### src/rtl/arm_pkg.sv
// ---------------------------------------------------------------------------
// arm_pkg
//   Shared definitions for the ARM-like pipeline: control-bus width, the bit
//   position of every field inside the ID/EXE control bus, the EXE command
//   encodings and the ID/EXE slot state type.
//
//   Control bus layout (9 bits, MSB first):
//     [8:5] exe_cmd  [4] mem_r_en  [3] mem_w_en  [2] wb_en  [1] b  [0] s
// ---------------------------------------------------------------------------
package arm_pkg;

  localparam int CTRL_W       = 9;
  localparam int EXE_CMD_W    = 4;

  localparam int EXE_CMD_HI   = 8;
  localparam int EXE_CMD_LO   = 5;
  localparam int MEM_R_EN_BIT = 4;
  localparam int MEM_W_EN_BIT = 3;
  localparam int WB_EN_BIT    = 2;
  localparam int B_BIT        = 1;
  localparam int S_BIT        = 0;

  typedef enum logic [EXE_CMD_W-1:0] {
    EXE_NOP = 4'b0000,
    EXE_MOV = 4'b0001,
    EXE_ADD = 4'b0010,
    EXE_ADC = 4'b0011,
    EXE_SUB = 4'b0100,
    EXE_SBC = 4'b0101,
    EXE_AND = 4'b0110,
    EXE_ORR = 4'b0111,
    EXE_EOR = 4'b1000,
    EXE_MVN = 4'b1001
  } exe_cmd_e;

  // EMPTY: slot holds a bubble or squashed instruction; FULL: real instruction.
  typedef enum logic {
    SLOT_EMPTY = 1'b0,
    SLOT_FULL  = 1'b1
  } slot_state_e;

  // All-zero control bus: nothing is written back, no memory access, no branch.
  localparam logic [CTRL_W-1:0] CTRL_BUBBLE = '0;

endpackage

### src/rtl/sat_counter.sv
// ---------------------------------------------------------------------------
// sat_counter
//   Event counter that increments by one on each rising edge with inc=1 and
//   sticks at all-ones instead of wrapping.
//
//   Parameters: WIDTH  counter width
//   Ports:
//     clk    in   clock, rising edge
//     rst    in   synchronous active-high reset, clears count
//     inc    in   count one event this edge
//     count  out  current count (WIDTH bits)
// ---------------------------------------------------------------------------
module sat_counter #(
  parameter int WIDTH = 16
) (
  input  logic             clk,
  input  logic             rst,
  input  logic             inc,
  output logic [WIDTH-1:0] count
);

  always_ff @(posedge clk) begin
    if (rst) begin
      count <= '0;
    end else if (inc && (count != {WIDTH{1'b1}})) begin
      count <= count + 1'b1;
    end
  end

endmodule

### src/rtl/id_exe_stage_reg.sv
// ---------------------------------------------------------------------------
// id_exe_stage_reg
//   Pipeline register between the ID and EXE stages. Each rising edge it
//   either resets, flushes (taken branch), holds (hazard stall) or loads the
//   ID-stage values, in that priority. A load with valid_in=0 inserts a
//   bubble: the control bus is cleared while data fields still load. Two
//   saturating counters track stall cycles and flush events.
//
//   Configuration macro: ID_EXE_FORWARDING_EN adds src1/src2 register ports.
//
//   Parameters: CNT_W  width of stall_cnt / flush_cnt
//   Ports:
//     clk, rst                     clock, synchronous active-high reset
//     flush, freeze                squash / hold controls
//     valid_in  -> valid_out       instruction valid
//     control_in[8:0] -> control_out {exe_cmd, mem_r_en, mem_w_en, wb_en, b, s}
//     pc, val_rn, val_rm (32)      operand values
//     imm (1), shift_operand (12), signed_imm24 (24), dest (4), status (4)
//     src1, src2 (4)               source registers, forwarding builds only
//     stall_cnt, flush_cnt (CNT_W) event counters
// ---------------------------------------------------------------------------
module id_exe_stage_reg
  import arm_pkg::*;
#(
  parameter int CNT_W = 16
) (
  input  logic              clk,
  input  logic              rst,
  input  logic              flush,
  input  logic              freeze,
  input  logic              valid_in,
  input  logic [CTRL_W-1:0] control_in,
  input  logic [31:0]       pc_in,
  input  logic [31:0]       val_rn_in,
  input  logic [31:0]       val_rm_in,
  input  logic              imm_in,
  input  logic [11:0]       shift_operand_in,
  input  logic [23:0]       signed_imm24_in,
  input  logic [3:0]        dest_in,
  input  logic [3:0]        status_in,
`ifdef ID_EXE_FORWARDING_EN
  input  logic [3:0]        src1_in,
  input  logic [3:0]        src2_in,
  output logic [3:0]        src1_out,
  output logic [3:0]        src2_out,
`endif
  output logic              valid_out,
  output logic [CTRL_W-1:0] control_out,
  output logic [31:0]       pc_out,
  output logic [31:0]       val_rn_out,
  output logic [31:0]       val_rm_out,
  output logic              imm_out,
  output logic [11:0]       shift_operand_out,
  output logic [23:0]       signed_imm24_out,
  output logic [3:0]        dest_out,
  output logic [3:0]        status_out,
  output logic [CNT_W-1:0]  stall_cnt,
  output logic [CNT_W-1:0]  flush_cnt
);

  slot_state_e state, state_next;
  logic        load;

  assign load = !flush && !freeze;

  always_ff @(posedge clk) begin
    if (rst) begin
      state <= SLOT_EMPTY;
    end else begin
      state <= state_next;
    end
  end

  always_comb begin
    state_next = state;
    if (flush) begin
      state_next = SLOT_EMPTY;
    end else if (load) begin
      state_next = valid_in ? SLOT_FULL : SLOT_EMPTY;
    end
  end

  assign valid_out = (state == SLOT_FULL);

  // Flush clears every field, not just control, so a squashed slot carries
  // no stale operand that could leak into forwarding or debug views.
  always_ff @(posedge clk) begin
    if (rst || flush) begin
      control_out       <= CTRL_BUBBLE;
      pc_out            <= '0;
      val_rn_out        <= '0;
      val_rm_out        <= '0;
      imm_out           <= 1'b0;
      shift_operand_out <= '0;
      signed_imm24_out  <= '0;
      dest_out          <= '0;
      status_out        <= '0;
    end else if (load) begin
      control_out       <= valid_in ? control_in : CTRL_BUBBLE;
      pc_out            <= pc_in;
      val_rn_out        <= val_rn_in;
      val_rm_out        <= val_rm_in;
      imm_out           <= imm_in;
      shift_operand_out <= shift_operand_in;
      signed_imm24_out  <= signed_imm24_in;
      dest_out          <= dest_in;
      status_out        <= status_in;
    end
  end

`ifdef ID_EXE_FORWARDING_EN
  always_ff @(posedge clk) begin
    if (rst || flush) begin
      src1_out <= '0;
      src2_out <= '0;
    end else if (load) begin
      src1_out <= src1_in;
      src2_out <= src2_in;
    end
  end
`endif

  // A flush on a frozen edge counts as a flush, not as a stall cycle.
  sat_counter #(.WIDTH(CNT_W)) u_stall_cnt (
    .clk   (clk),
    .rst   (rst),
    .inc   (freeze && !flush),
    .count (stall_cnt)
  );

  sat_counter #(.WIDTH(CNT_W)) u_flush_cnt (
    .clk   (clk),
    .rst   (rst),
    .inc   (flush),
    .count (flush_cnt)
  );

endmodule

### config.mk
export PLATFORM = sky130hd
export DESIGN_NAME = id_exe_stage_reg
export DESIGN_NICKNAME = d
export VERILOG_FILES = /design/src/rtl/arm_pkg.sv /design/src/rtl/sat_counter.sv /design/src/rtl/id_exe_stage_reg.sv
export SDC_FILE = /design/constraint.sdc
export NUM_CORES = 1
export LEC_CHECK = 0
export BUFFER_PORTS_ARGS = -buffer_cell sky130_fd_sc_hd__clkbuf_2
export CAP_MARGIN = 20
export CORE_AREA = 2 2 129 131
export CTS_CLUSTER_SIZE = 14
export DETAILED_ROUTE_END_ITERATION = 8
export DIE_AREA = 0 0 131 133
export PLACE_DENSITY = 0.76
export REMOVE_ABC_BUFFERS = 1
export SYNTH_ARGS = -nofsm -noshare
export SYNTH_HDL_FRONTEND = slang
export SYNTH_SLANG_ARGS = --single-unit
### constraint.sdc
create_clock -name clk -period 2.1 [get_ports clk]
set_input_delay 0.42 -clock clk [delete_from_list [all_inputs] [get_ports clk]]
set_output_delay 0.42 -clock clk [all_outputs]
set_load 0.05 [all_outputs]
==> out/qor.yml <==
status: "completed"
required_ns: 2.45
power_uw: 8009
synth_cells: 694
async_flop_share_pct: 0
drc: 0
grt_pass1_wl_mm: 27.90
via_per_inst: 4.918
hold_viol: 0
finalCriticalPeriod_ns: 1.944
die_y_um: 133
routedWlPerCell_um: 14.36
maxSlewViolCount: 0
wirelength_mm: 18.05
r2r-start: "u_stall_cnt.count[0]$_SDFFE_PP0P_"
syn_to_final_growth_pct: 37.52
port_buffers: 337
fin_area_um2: 9462
max_freq_mhz: 514.3
register_area_um2: 3664
rsz0062_at_grt: "false"
row_count: 47
arrival_ns: 2.30
grt_pass1_vias: 5870
period_share_pct: 92.59
r2r_cells: 5
cts_buffers: 17
path_class: "reg -> reg"
dr_total_vias: 6182
multi_input_area_um2: 3043
num-nets-final: 1181
max_cap_viol_count: 0
yosysWarnings: 0
holdCritStartpoint: "val_rm_in[28]"
first_pass_iters: 4
ios: 338
finalWeightedCongestion: 0.8634
yosysSeqAreaShare_pct: 53.25
finalSetupViolations: 0
final_util_pct: 58.51
fillers: 1439
postPlaceCellArea_um2: 8830
root_buffer: "clkbuf_16"
ff2ff_setup_slack_ns: 0.16
detail-route-antenna-nets: 0
grt_antenna_before_repair: 1
hpwl_mm: 13.24
avgSynthCellArea_um2: 9.914
start_kind: "register"
clock-sinks: 183
chipWidth_um: 131
hold_class: "in -> reg"
clock_latency_ns: 0.42
gr-total-overflow: 0
slew_headroom_pct: 31.02
htree_num_levels: 4
synthFlopType: "dfxtp_1"
powerDensity_nw_per_um2: 846.4
cts.clk_slew.worst_paths_ns: 0.07
track_usage_pct: 20.10
cts_tree: "built"
power_leakage_uw: 0.004653
start_util_pct: 42.55
cp_max_fo: 7
hold_depth: 3
end_kind: "register"
irDropWorstVdd_mv: 0.4855
grt_start_max_net_pins: 96
r2r-end: "u_stall_cnt.count[10]$_SDFFE_PP0P_"
holdPathEnd: "val_rm_out[28]$_SDFFE_PP0P_"
synth_edf_count: 0
clockBufferDepth: 2
worst_pin_slew_ns: 1.035
synth_cell_types: 42
coreArea_um2: 16170
fin_skew_ns: 0.007213
die_area_um2: 17420
syn_area_um2: 6880
postCtsSetupBuffers: 0
cts_resized: 0
drive_above_1_share_pct: 37.45
drtIter0Drc: 301
synth_seq_cells: 183
holdBufCountCts: 0
-- report_power, final --
| group | switching [uW] | internal (uW) |
|---|---|---|
| Clock | 1380 | 2030 |
| Combinational | 640 | 335 |
| Sequential | 55.7 | 3570 |
| Total | 2070 | 5940 |
-- how the worst max path moves through the flow --
| stage | from | end | slack (ns) | cells past startpoint |
|---|---|---|---|---|
| 2_1_floorplan | rst | dest_out[0]$_SDFFE_PP0P_ | -1.06 | 2 |
| 4_1_cts | u_stall_cnt.count[0]$_SDFFE_PP0P_ | u_stall_cnt.count[10]$_SDFFE_PP0P_ | 0.16 | 5 |
| 3_5_place_dp | freeze | u_stall_cnt.count[9]$_SDFFE_PP0P_ | 0.15 | 6 |
| 5_1_grt | u_stall_cnt.count[0]$_SDFFE_PP0P_ | u_stall_cnt.count[10]$_SDFFE_PP0P_ | 0.05 | 5 |
| 3_3_place_gp | freeze | u_stall_cnt.count[9]$_SDFFE_PP0P_ | 0.17 | 6 |
| 6_report | u_stall_cnt.count[0]$_SDFFE_PP0P_ | u_stall_cnt.count[10]$_SDFFE_PP0P_ | 0.16 | 5 |
-- sequential cells by signal, indices dropped and copies added, names as in the netlist --
signal	flops
u_flush_cnt.count	16
dest_out	4
u_stall_cnt.count	16
signed_imm24_out	24
val_rm_out	32
val_rn_out	32
valid_out	1
shift_operand_out	12
imm_out	1
status_out	4
control_out	9
pc_out	32
-- through the flow --
step,setup slack (ns),hold slack [ns],TNS (ns),cells
2_1_floorplan,-1.059,0.4891,-161.31,652
3_3_place_gp,0.1670,0.4387,0,1225
3_5_place_dp,0.1531,0.4468,0,1225
4_1_cts,0.1552,0.2068,0,1256
5_1_grt,0.05316,0.2112,0,1256
6_report,0.1556,0.2254,0,1257
-- cell type report --
cell class	instances	area share [%]
Antenna cell	1	0.02645
Tap cell	220	2.909
Clock inverter	13	2.010
Sequential cell	183	38.72
Clock buffer	18	4.642
Timing Repair Buffer	353	19.45
Inverter	2	0.07934
Multi-Input combinational cell	467	32.16
-- per-layer routing --
layer / global-route usage, % / wire length (um) / vias to the layer above / share of wire [%]
li1: - / - / 3071 / -
met1: 22.31 / 7024 / 2817 / 39
met2: 34.28 / 8845 / 251 / 49
met3: 7.238 / 1635 / 43 / 9.1
met4: 8.688 / 548 / 0 / 3.0
met5: 0 / 0 / - / 0
-- critical path, stage by stage (launching register included) --
cell and delay (ns):
dfxtp_1 0.38, ha_1 0.24, nand4b_4 0.13, or3_1 0.46, or4_1 0.52, a21oi_1 0.14
-- kinds of logic after synthesis --
kind of cell	after synthesis	synth area share, %
compound gates	57	5.001
xor+xnor	1	0.1273
fa+ha+maj	2	0.3636
buf+inv	44	2.564
flops	183	53.25
mux	147	21.42
simple gates	260	17.28
-- layout by cell type (no fill, tap or decap), types with 7 or more instances in the layout --
| master | count |
|---|---|
| a21oi_1 | 29 |
| buf_4 | 14 |
| clkbuf_16 | 17 |
| clkbuf_2 | 336 |
| dfxtp_1 | 183 |
| mux2i_1 | 145 |
| nand2_1 | 25 |
| nand3_1 | 18 |
| nand4_1 | 12 |
| nor2_1 | 156 |
| nor3_1 | 9 |
| o21ai_1 | 8 |
| o31ai_1 | 8 |
| or3_1 | 7 |
| or4_1 | 10 |
-- cell usage after synthesis, types with 2 or more instances --
cell | number | area share [%]
a21oi_1 | 29 | 2.1
a31oi_1 | 2 | 0.18
and3_1 | 3 | 0.27
and4_1 | 3 | 0.38
buf_1 | 7 | 0.38
buf_2 | 3 | 0.22
clkbuf_1 | 31 | 1.7
dfxtp_1 | 183 | 53
ha_1 | 2 | 0.36
mux2_1 | 2 | 0.33
mux2i_1 | 145 | 21
nand2_1 | 25 | 1.4
nand2b_1 | 2 | 0.18
nand3_1 | 18 | 1.3
nand4_1 | 12 | 1.1
nor2_1 | 156 | 8.5
nor2b_1 | 5 | 0.45
nor3_1 | 9 | 0.65
nor3b_1 | 2 | 0.22
nor4_1 | 2 | 0.18
o21ai_0 | 2 | 0.15
o21ai_1 | 8 | 0.58
o31ai_1 | 8 | 0.87
or2_1 | 2 | 0.18
or3_1 | 7 | 0.64
or4_1 | 10 | 1.1
(Power assumes the default switching activity.)
